$ cat src/rtl/mux_pkg.sv
// ============================================================================
// Module      : mux_pkg
// Description : Shared constants and helpers for the stream multiplexer family.
// Revision    : 1.0 - initial release
// ============================================================================
`default_nettype none

package mux_pkg;

    localparam logic MODE_FIXED = 1'b0;
    localparam logic MODE_RR    = 1'b1;

    // Channel-index width; never narrower than one bit so N=1 still has a port.
    function automatic int sel_width(input int n);
        return (n > 1) ? $clog2(n) : 1;
    endfunction

endpackage

`default_nettype wire

$ cat src/rtl/rr_arbiter.sv
// ============================================================================
// Module      : rr_arbiter
// Description : Combinational rotate-priority picker; searches PTR+1 .. PTR+N mod N.
// Revision    : 1.0 - initial release
// ============================================================================
`default_nettype none

module rr_arbiter
    import mux_pkg::*;
#(
    parameter  int N    = 4,
    localparam int SELW = sel_width(N)
) (
    input  logic [N-1:0]    REQ,
    input  logic [SELW-1:0] PTR,
    output logic            GNT_VALID,
    output logic [SELW-1:0] GNT_IDX
);

    // Outer loop is the priority order; inner loop matches the rotated slot to a
    // constant request bit so no variable-index select is needed.
    always_comb begin
        GNT_VALID = 1'b0;
        GNT_IDX   = '0;
        for (int k = 1; k <= N; k++) begin
            for (int i = 0; i < N; i++) begin
                if (!GNT_VALID && REQ[i] && (((int'(PTR) + k) % N) == i)) begin
                    GNT_VALID = 1'b1;
                    GNT_IDX   = SELW'(i);
                end
            end
        end
    end

endmodule

`default_nettype wire

$ cat src/rtl/stream_mux_rr.sv
// ============================================================================
// Module      : stream_mux_rr
// Description : N:1 registered valid/ready stream mux with fixed or round-robin select.
// Revision    : 1.0 - initial release
// ============================================================================
`default_nettype none

module stream_mux_rr
    import mux_pkg::*;
#(
    parameter  int N     = 4,
    parameter  int WIDTH = 8,
    localparam int SELW  = sel_width(N)
) (
    input  logic                 CLK,
    input  logic                 RST,
    input  logic [N*WIDTH-1:0]   IN_DATA,
    input  logic [N-1:0]         IN_VALID,
    output logic [N-1:0]         IN_READY,
    input  logic [SELW-1:0]      SEL,
    input  logic                 MODE,
    output logic [WIDTH-1:0]     OUT_DATA,
    output logic                 OUT_VALID,
    output logic [SELW-1:0]      OUT_CH,
    input  logic                 OUT_READY
);

    logic             r_out_valid;
    logic [WIDTH-1:0] r_out_data;
    logic [SELW-1:0]  r_out_ch;
    logic [SELW-1:0]  r_ptr;

    logic             w_load;
    logic             w_rr_valid;
    logic [SELW-1:0]  w_rr_idx;
    logic             w_fix_valid;
    logic [SELW-1:0]  w_fix_idx;
    logic             w_gnt_valid;
    logic [SELW-1:0]  w_gnt_idx;
    logic             w_xfer;
    logic [WIDTH-1:0] w_gnt_data;

    rr_arbiter #(.N(N)) u_arb (
        .REQ       (IN_VALID),
        .PTR       (r_ptr),
        .GNT_VALID (w_rr_valid),
        .GNT_IDX   (w_rr_idx)
    );

    // A single channel is granted whenever valid, whatever SEL holds.
    generate
        if (N == 1) begin : g_single
            assign w_fix_valid = IN_VALID[0];
            assign w_fix_idx   = '0;
        end else begin : g_multi
            always_comb begin
                w_fix_valid = 1'b0;
                for (int i = 0; i < N; i++) begin
                    if (SEL == SELW'(i)) begin
                        w_fix_valid = IN_VALID[i];
                    end
                end
            end
            assign w_fix_idx = SEL;
        end
    endgenerate

    assign w_gnt_valid = (MODE == MODE_FIXED) ? w_fix_valid : w_rr_valid;
    assign w_gnt_idx   = (MODE == MODE_RR)    ? w_rr_idx    : w_fix_idx;
    assign w_load      = !r_out_valid || OUT_READY;
    // Reset wins the edge, so no producer may see a handshake while it is high.
    assign w_xfer      = w_load && w_gnt_valid && !RST;

    always_comb begin
        IN_READY   = '0;
        w_gnt_data = '0;
        for (int i = 0; i < N; i++) begin
            if (w_gnt_idx == SELW'(i)) begin
                IN_READY[i] = w_xfer;
                w_gnt_data  = IN_DATA[i*WIDTH +: WIDTH];
            end
        end
    end

    always_ff @(posedge CLK) begin
        if (RST) begin
            r_out_valid <= 1'b0;
            r_out_data  <= '0;
            r_out_ch    <= '0;
            r_ptr       <= SELW'(N - 1);
        end else if (w_load) begin
            if (w_gnt_valid) begin
                r_out_valid <= 1'b1;
                r_out_data  <= w_gnt_data;
                r_out_ch    <= w_gnt_idx;
                r_ptr       <= w_gnt_idx;
            end else begin
                r_out_valid <= 1'b0;
            end
        end
    end

    assign OUT_VALID = r_out_valid;
    assign OUT_DATA  = r_out_data;
    assign OUT_CH    = r_out_ch;

endmodule

`default_nettype wire

$ cat config.mk
export PLATFORM = sky130hd
export DESIGN_NAME = stream_mux_rr
export DESIGN_NICKNAME = d
export VERILOG_FILES = /design/src/rtl/mux_pkg.sv /design/src/rtl/rr_arbiter.sv /design/src/rtl/stream_mux_rr.sv
export SDC_FILE = /design/constraint.sdc
export NUM_CORES = 1
export LEC_CHECK = 0
export BUFFER_PORTS_ARGS = -buffer_cell sky130_fd_sc_hd__buf_2
export CORE_MARGIN = 4
export CORE_UTILIZATION = 45
export CTS_CLUSTER_DIAMETER = 60
export DETAILED_ROUTE_END_ITERATION = 10
export GPL_TIMING_DRIVEN = 1
export PLACE_DENSITY = 0.95
export SETUP_SLACK_MARGIN = 0.05
export SYNTH_ARGS = -nofsm -noshare
export SYNTH_HDL_FRONTEND = slang
export SYNTH_SLANG_ARGS = --single-unit
export TNS_END_PERCENT = 50
$ cat constraint.sdc
create_clock -name CLK -period 4.6 [get_ports CLK]
set_clock_uncertainty 0.15 [all_clocks]
set_input_delay 0.92 -clock CLK [delete_from_list [all_inputs] [get_ports CLK]]
set_output_delay 0.92 -clock CLK [all_outputs]
set_load 0.02 [all_outputs]
==> results of run 1 <==
-- state kept, by name, summed over array words and instances, names as in the netlist --
| signal | count |
|---|---|
| r_ptr | 2 |
| OUT_CH | 2 |
| OUT_DATA | 8 |
| OUT_VALID | 1 |
-- layer usage --
metal  track usage  vias to the layer above  share of wire  wire (microns)
met5             0                        -              0               0
met4       0.08936                        0          0.018              46
met3       0.03419                        5          0.098             251
met2        0.3719                       51           0.49            1252
met1        0.2410                      446           0.39            1009
li1              -                      477              -               -
-- stage by stage --
step	setup WS, ns	utilization	power, mW
after floorplan	1.139	-	0.2220
after global placement	1.327	0.6563	0.2638
final	1.284	0.6708	0.3394
after detailed placement	1.284	0.6563	0.2686
after CTS	1.273	0.6708	0.3396
after global routing	1.132	0.6708	0.3594
-- area by class of cell --
class                           instances  area [sq um]
Clock buffer                            4         26.28
Fill cell                             152         593.1
Inverter                                2         7.507
Multi-Input combinational cell         74         595.6
Sequential cell                        13         260.3
Tap cell                               25         31.28
Timing Repair Buffer                   57         287.8
-- final timing paths --
check                   start     endpoint  slack [ns]  cells after the start
hold reg to reg     OUT_CH[0]    OUT_CH[0]        0.33                      2
setup reg to reg     r_ptr[1]  OUT_DATA[6]        2.51                      5
setup / recovery  IN_VALID[0]  IN_READY[2]        1.28                      7
hold / removal      OUT_CH[0]    OUT_CH[0]        0.33                      2
-- placed cells by master, fill, tap and decap left out --
master      n
nand2_1     4
or2_2       1
nand3b_1    9
a21bo_2     1
o21ai_0     2
mux2i_1    20
nor2b_1     2
a21oi_1     5
nor3b_1     1
or3_1       1
dfxtp_1    13
o2111ai_1   1
o22ai_2     1
buf_4       1
inv_1       2
or3b_1      1
a41oi_2     1
a31oi_1     1
nor4_1      3
o221ai_1    9
clkbuf_4    3
and3_1      2
nand3_4     1
nand2b_1    3
clkbuf_1    1
a22oi_4     1
buf_2      56
nor2_1      4
-- cell families after synthesis --
logic type / count (synthesis)
AOI/OAI and AO/OA: 22
and+or+nand+nor: 32
buffers and inverters: 8
DFF: 13
muxes: 20
-- worst register-to-register path, stage by stage, from the launching register on --
cell and delay, ns:
dfxtp_1 0.44, mux2i_1 0.21, o221ai_1 0.14, o22ai_2 0.27, or3b_1 0.53, o221ai_1 0.26
-- power groups by stage --
stage | sequential, mW | combinational [mW] | clock, mW
2_1_floorplan | 0.153 | 0.0689 | 0
3_3_place_gp | 0.139 | 0.125 | 0
3_5_place_dp | 0.139 | 0.130 | 0
4_1_cts | 0.137 | 0.131 | 0.0719
5_1_grt | 0.139 | 0.143 | 0.0774
6_report | 0.137 | 0.130 | 0.0723
==> results list, run 1 <==
- Crit path capture type: output port
- Synth area leaders: dfxtp_1 (29%), mux2i_1 (23%), o221ai_1 (8.9%)
- Largest net degree at the start of global routing: 20
- Of the available clock period, the critical path in the final layout requires 0.7208.
- Total count of max-transition violations in the final report: 0
- The setup path with the least slack is of type in2out.
- Hold Fails Final Rpt: 0
- Synth Area in XOR/XNOR: 0
- Synth unique cells: 27
- By instance count, the cell type seen most on the critical path is buf_2.
- Switching power of the nets: 0.1217 mW
* Placement-stage cell area: roughly 1200 sq um
- Together, buffers and inverters on the worst path number 3.
* Combined area of all synthesized cells: 888.4 sq um
* Power per standard cell area: 280.8 nW/um^2
- The die is 52.43 microns tall.
- Internal power comes to between 0.2 and 0.25 mW.
- Critical path data required time: 3.53 ns
* Post-placement cell count: between 150 and 200
- For the pin with the worst max-slew slack, the measured transition is 0.3042 ns.
- Synth Area in Adders: 0
- IR analysis of the VDD net gives a maximum drop of 155.7 uV.
- # resized after CTS: 0
* Die width: 52.43 microns
- Of the total power, registers draw 0.403.
- Mux share of post-synthesis cell area: 0.2254
- Relative to the synthesized area, the layout overhead comes to 36.06%.
- H-tree levels: 1
* Clock tree from TritonCTS: done
- Clock-pin slew reported for the worst setup and hold paths after clock tree synthesis: 0.08 ns
- Clock latency at the later pin of the worst-skew pair: 0.28 ns
* Count of clock tree sinks: 13
* Final design area excluding fillers: 1209 sq um
- Worst hold margin: 0.3294 ns
- The flow ran to the end, and the final reports show no timing, DRC or antenna violations.
- In the global route stage, overall resource usage came out at 0.2085.
- Wires add up to 2559 microns.
* Antenna Violating Nets Remaining: 0
* Total of warnings raised by yosys: 0
* Post-CTS repair timing setup buffer count: 0
- Quantity of hold-fixing buffers added after cts: 0
* Switching part of the total: 0.3586
* Antenna violations before repair: 0
- Dominant combinational cell family by area after synthesis: simple AND/OR/NAND/NOR gates
- Library cell contributing the largest single delay on the critical path: buf_4
- Number of inserted diodes: 0
- Of the total power, the clock network draws 0.213.
- The root buffer cell chosen for the clock tree is clkbuf_4.
- In the routed design, unresolved DRC markers number 0.
- Number of iterations in the first detailed-routing pass: 4
* Hold WC Path Type: reg2reg
* Share of the yosys chip area belonging to registers: 0.2930
* Proportion of netlist area held by the largest area contributor: 0.2930
- The cell count after synthesis came out at 95.
- Data arrives at the worst endpoint at 2.25 ns.
- The HPWL after detailed placement is between 1500 and 2000 microns.
- Walking the worst path, the cells encountered are buf_2, o21ai_0, o2111ai_1, a41oi_2, buf_4, and3_1, buf_2.
- Synth Area in Compound Gates: 0.2042
- In the final timing run, aggregate negative setup slack is 0 ns.
- Standby leakage power: 0.6262 nW
- For this block, the initial DRC count from the detailed router was 9.
- Overall overflow remaining after global route: 0
- For this run, the slowest stage of the critical path takes 0.32 ns.
- Initial core utilization: 0.4931
* Most frequently used cell type in the post-synthesis netlist: mux2i_1
* Via-per-instance ratio: 5.594
- The worst setup path is launched from an input port.
- #FFs+latches synth: 13
- When the netlist entered floorplanning its net count stood at 137.
- Wire length of the first global-routing pass: 4236 microns
- Largest delay contributor family on the critical path: buffers and inverters
- Power share of the combinational group: 0.384
- Max Fanout on Critical Path: 19
- Inserted Clock Buffers: 3
- A synthesized cell averages between 9 and 10 sq um.
* RSZ-0062 raised after global routing: no
- Number of global-route vias before repair: 991
- Maximum achievable frequency: 301.6 MHz
- Prevailing post-synth register cell: dfxtp_1
- The synthesized design spends more area on one cell type than any other, namely dfxtp_1.
- At the end of routability-driven placement, the weighted congestion stood at 0.7514.
- In the synthesized netlist, the cells that appear most often are mux2i_1 (20), dfxtp_1 (13), nand3b_1 (9), o221ai_1 (9), a21oi_1 (5).
- Number of synthesized flops with an enable pin: 0
- Max clock buf depth: 2
- Total via count after detailed routing: 979
- Nets: 193
- Total Die Area: 2749 sq um
- After detailed routing, the average wire length per cell comes to 14.62 microns.
- Max-cap violations in this run came to 0.
* Number of I/O pins: 57
- Input and output buffers added on the ports amount to 56.
- The routed design could run at a clock period as short as 3.316 ns.
* Total of endpoints with negative setup slack in the final report: 0
* Final cell count without fillers: 175
- Simple-gate portion of the synthesized area: 0.2324
* Worst slew margin relative to its limit: 0.7914
- Row count: 15
- Share of layout cells above drive strength 1: 0.4400
- The total area inside the core boundary comes to 1802 sq um.
- Post-synth ARST share: 0
(Power assumes the default switching activity.)
==> inputs of run 2 (changes only) <==
- CORE_UTILIZATION: 45 -> 37
- PLACE_DENSITY: 0.95 -> 0.85
- clock period: 4.6 -> 3.05 ns (I/O delays scaled with it)
==> run 2 against run 1 <==
Net effect:
- utilization fell by 13 points
- count of clock-buffer cells in the layout did not move
- setup slack got worse by 0.93 ns
- register-to-register slack got worse by 1.6 ns
==> results list, run 2 (synthesis results as in run 1) <==
- The total clock buffers created by CTS came to 3 (unchanged).
- The switching power share of the total is 0.3489 (-0.009721).
- Worst Path Arrival: 1.94 ns (-0.31 ns)
- # DRC: 0 (unchanged)
- Outcome: finished, final reports clean
- The filler cell count in the final layout is 236 (+55%).
* Total count of max-transition violations in the final report: 0 (unchanged)
- Dividing the final minimum period by the clock period gives 0.8839.
- The critical path is of the in2out type.
- The clock network fraction of total power is 0.203 (-0.010).
* Area of the core: 2255 sq um (+25%)
* Initial core utilization: 0.3940 (-0.09905)
* Antenna violations before repair: 0 (unchanged)
* RSZ-0062 raised after global routing: no
- The clock slew seen by the registers of the worst setup and hold paths was 0.08 ns (about the same).
- Hold Fails Final Rpt: 0 (unchanged)
- The global-route usage over all layers came to 0.1577 (-0.05076).
- Max clock buf depth: 2 (unchanged)
* Worst IR drop on VDD: 296.3 uV (+90%)
* Switching power of the nets: 0.1768 mW (+45%)
- Quantity of hold-fixing buffers added after cts: 0 (unchanged)
- Number of inserted diodes: 0 (unchanged)
* Internal cell power: 0.3299 mW (+52%)
- Final cell count without fillers: 179 (+2.3%)
- In this run the clock root is driven by a clkbuf_4.
- The via count of the first global-routing pass is 967 (-2.4%).
* Worst slew margin relative to its limit: 0.7946 (+0.003281)
- Accumulated negative setup slack: 0 ns (unchanged)
* Top library cells by usage in the layout, fill and taps aside: buf_2 (56), mux2i_1 (20), dfxtp_1 (13)
- Area delta synth->final: 37.32%
- The final wirelength came to 2555 microns (-0.16%).
- Largest net degree at the start of global routing: 20 (unchanged)
- Number of I/O pins: 57 (unchanged)
- The initial detailed-routing violation count was 38 (+29).
- Hold WC Path Type: reg2reg
* Detail-routed net length per standard cell: 14.27 microns (-2.4%)
- TritonCTS built the clock tree.
- The share of total power in sequential cells came to 0.407 (+0.004).
- H-tree levels: 1 (unchanged)
- Static timing analysis puts the maximum clock frequency at 370.9 MHz.
- The final RePlAce weighted congestion is 0.9634 (+28%).
* Via-per-instance ratio: 5.486 (-1.9%)
- Die Height: 57 microns (+8.7%)
- Placed wire-length estimate: 2031 microns (+4.2%)
* Post-CTS repair timing setup buffer count: 0 (unchanged)
- The placement-stage cell area is 1194 sq um (+0.95%).
* Pre-CTS worst setup slack: 0.3776 ns (-0.9060 ns)
- Total of endpoints with negative setup slack in the final report: 0 (unchanged)
- The die boundary width was 57 microns (+8.7%).
- The power density normalized to cell area was 415.3 nW/um^2 (+48%).
- Port Buf Inserts: 56 (unchanged)
* Number of iterations in the first detailed-routing pass: 4 (unchanged)
* Power share of the combinational group: 0.390 (+0.006)
- The leakage power of the design is 0.6310 nW (+0.77%).
* Antenna Violating Nets Remaining: 0 (unchanged)
- Total via count after detailed routing: 982 (+0.31%)
- Worst hold margin: 0.3206 ns (-0.008807 ns)
- The number of sinks handled by clock tree synthesis is 13 (unchanged).
* Row count: 17 (+2)
* Post-placement cell count: 175 (+2.3%)
- Final worst slack: 0.3540 ns (-0.9304 ns)
- Clock latency at the later pin of the worst-skew pair: 0.26 ns (-0.02 ns)
- The worst setup path is launched from an input port.
* Crit path capture type: output port
- The number of flip-flops in the largest register was 8 (unchanged).
* # resized after CTS: 0 (unchanged)
* Nets: 194 (+0.52%)
* Share of layout cells above drive strength 1: 0.4437 (+0.003709)
- Wire length of the first global-routing pass: 4146 microns (-2.1%)
- Most frequent standard cell in the layout excluding fill and tap cells: buf_2
- The actual transition at the worst max-transition pin was 0.2995 ns (-0.004784 ns).
* Max Fanout on Critical Path: 6 (-13)
* Critical path data required time: 2.29 ns (-1.24 ns)
- Counting I/O delays and the setup requirement, the final critical path takes 2.696 ns.
- The die area is 3249 sq um (+18%).
- The post-route cell area came to 1220 sq um (+0.93%).
- The number of maximum-capacitance constraint violations was 0 (unchanged).
- Overall overflow remaining after global route: 0 (unchanged)
==> run 2: worst max-delay path, cell delays in order <==
cell and delay (ns):
buf_2 0.13, nor3b_1 0.14, a31oi_1 0.17, a41oi_2 0.16, buf_4 0.19, nor4_1 0.30
buf_2 0.23
==> run 2: layout make-up <==
class                      instances  area [sq um]  share of cell area
tap                               28         35.03             0.02872
multi-input combinational         74         595.6              0.4882
timing repair buffer              58         295.3              0.2421
clock buffer                       4         26.28             0.02154
sequential                        13         260.3              0.2133
inverter                           2         7.507            0.006154
==> run 2: through the flow <==
| stage | total power, mW | utilization |
|---|---|---|
| finish | 0.5067 | 0.5411 |
| global route | 0.5415 | 0.5411 |
| CTS | 0.5112 | 0.5411 |
| detailed placement | 0.4078 | 0.5294 |
| global placement | 0.4000 | 0.5294 |
| floorplan | 0.3348 | - |
==> run 2: final timing paths <==
path | startpoint | endpoint | slack [ns] | cells past startpoint
worst min register to register | OUT_CH[0] | OUT_CH[0] | 0.32 | 2
worst min-delay path | OUT_CH[0] | OUT_CH[0] | 0.32 | 2
worst max-delay path | IN_VALID[2] | IN_READY[1] | 0.35 | 7
worst max register to register | r_ptr[1] | OUT_DATA[0] | 0.94 | 5
==> run 2: power by group through the flow <==
stage	registers (mW)	logic, mW	clock network, mW
final	0.206	0.198	0.103
after global routing	0.209	0.215	0.117
after global placement	0.208	0.192	0
after floorplan	0.231	0.104	0
after CTS	0.206	0.199	0.107
after detailed placement	0.210	0.198	0
==> run 2: per-layer routing <==
metal	part of all wire	track usage	vias up
met5	0	0	-
met4	0.0090	0.05298	0
met3	0.081	0.03394	4
met2	0.52	0.2871	35
met1	0.39	0.1811	461
li1	-	-	482
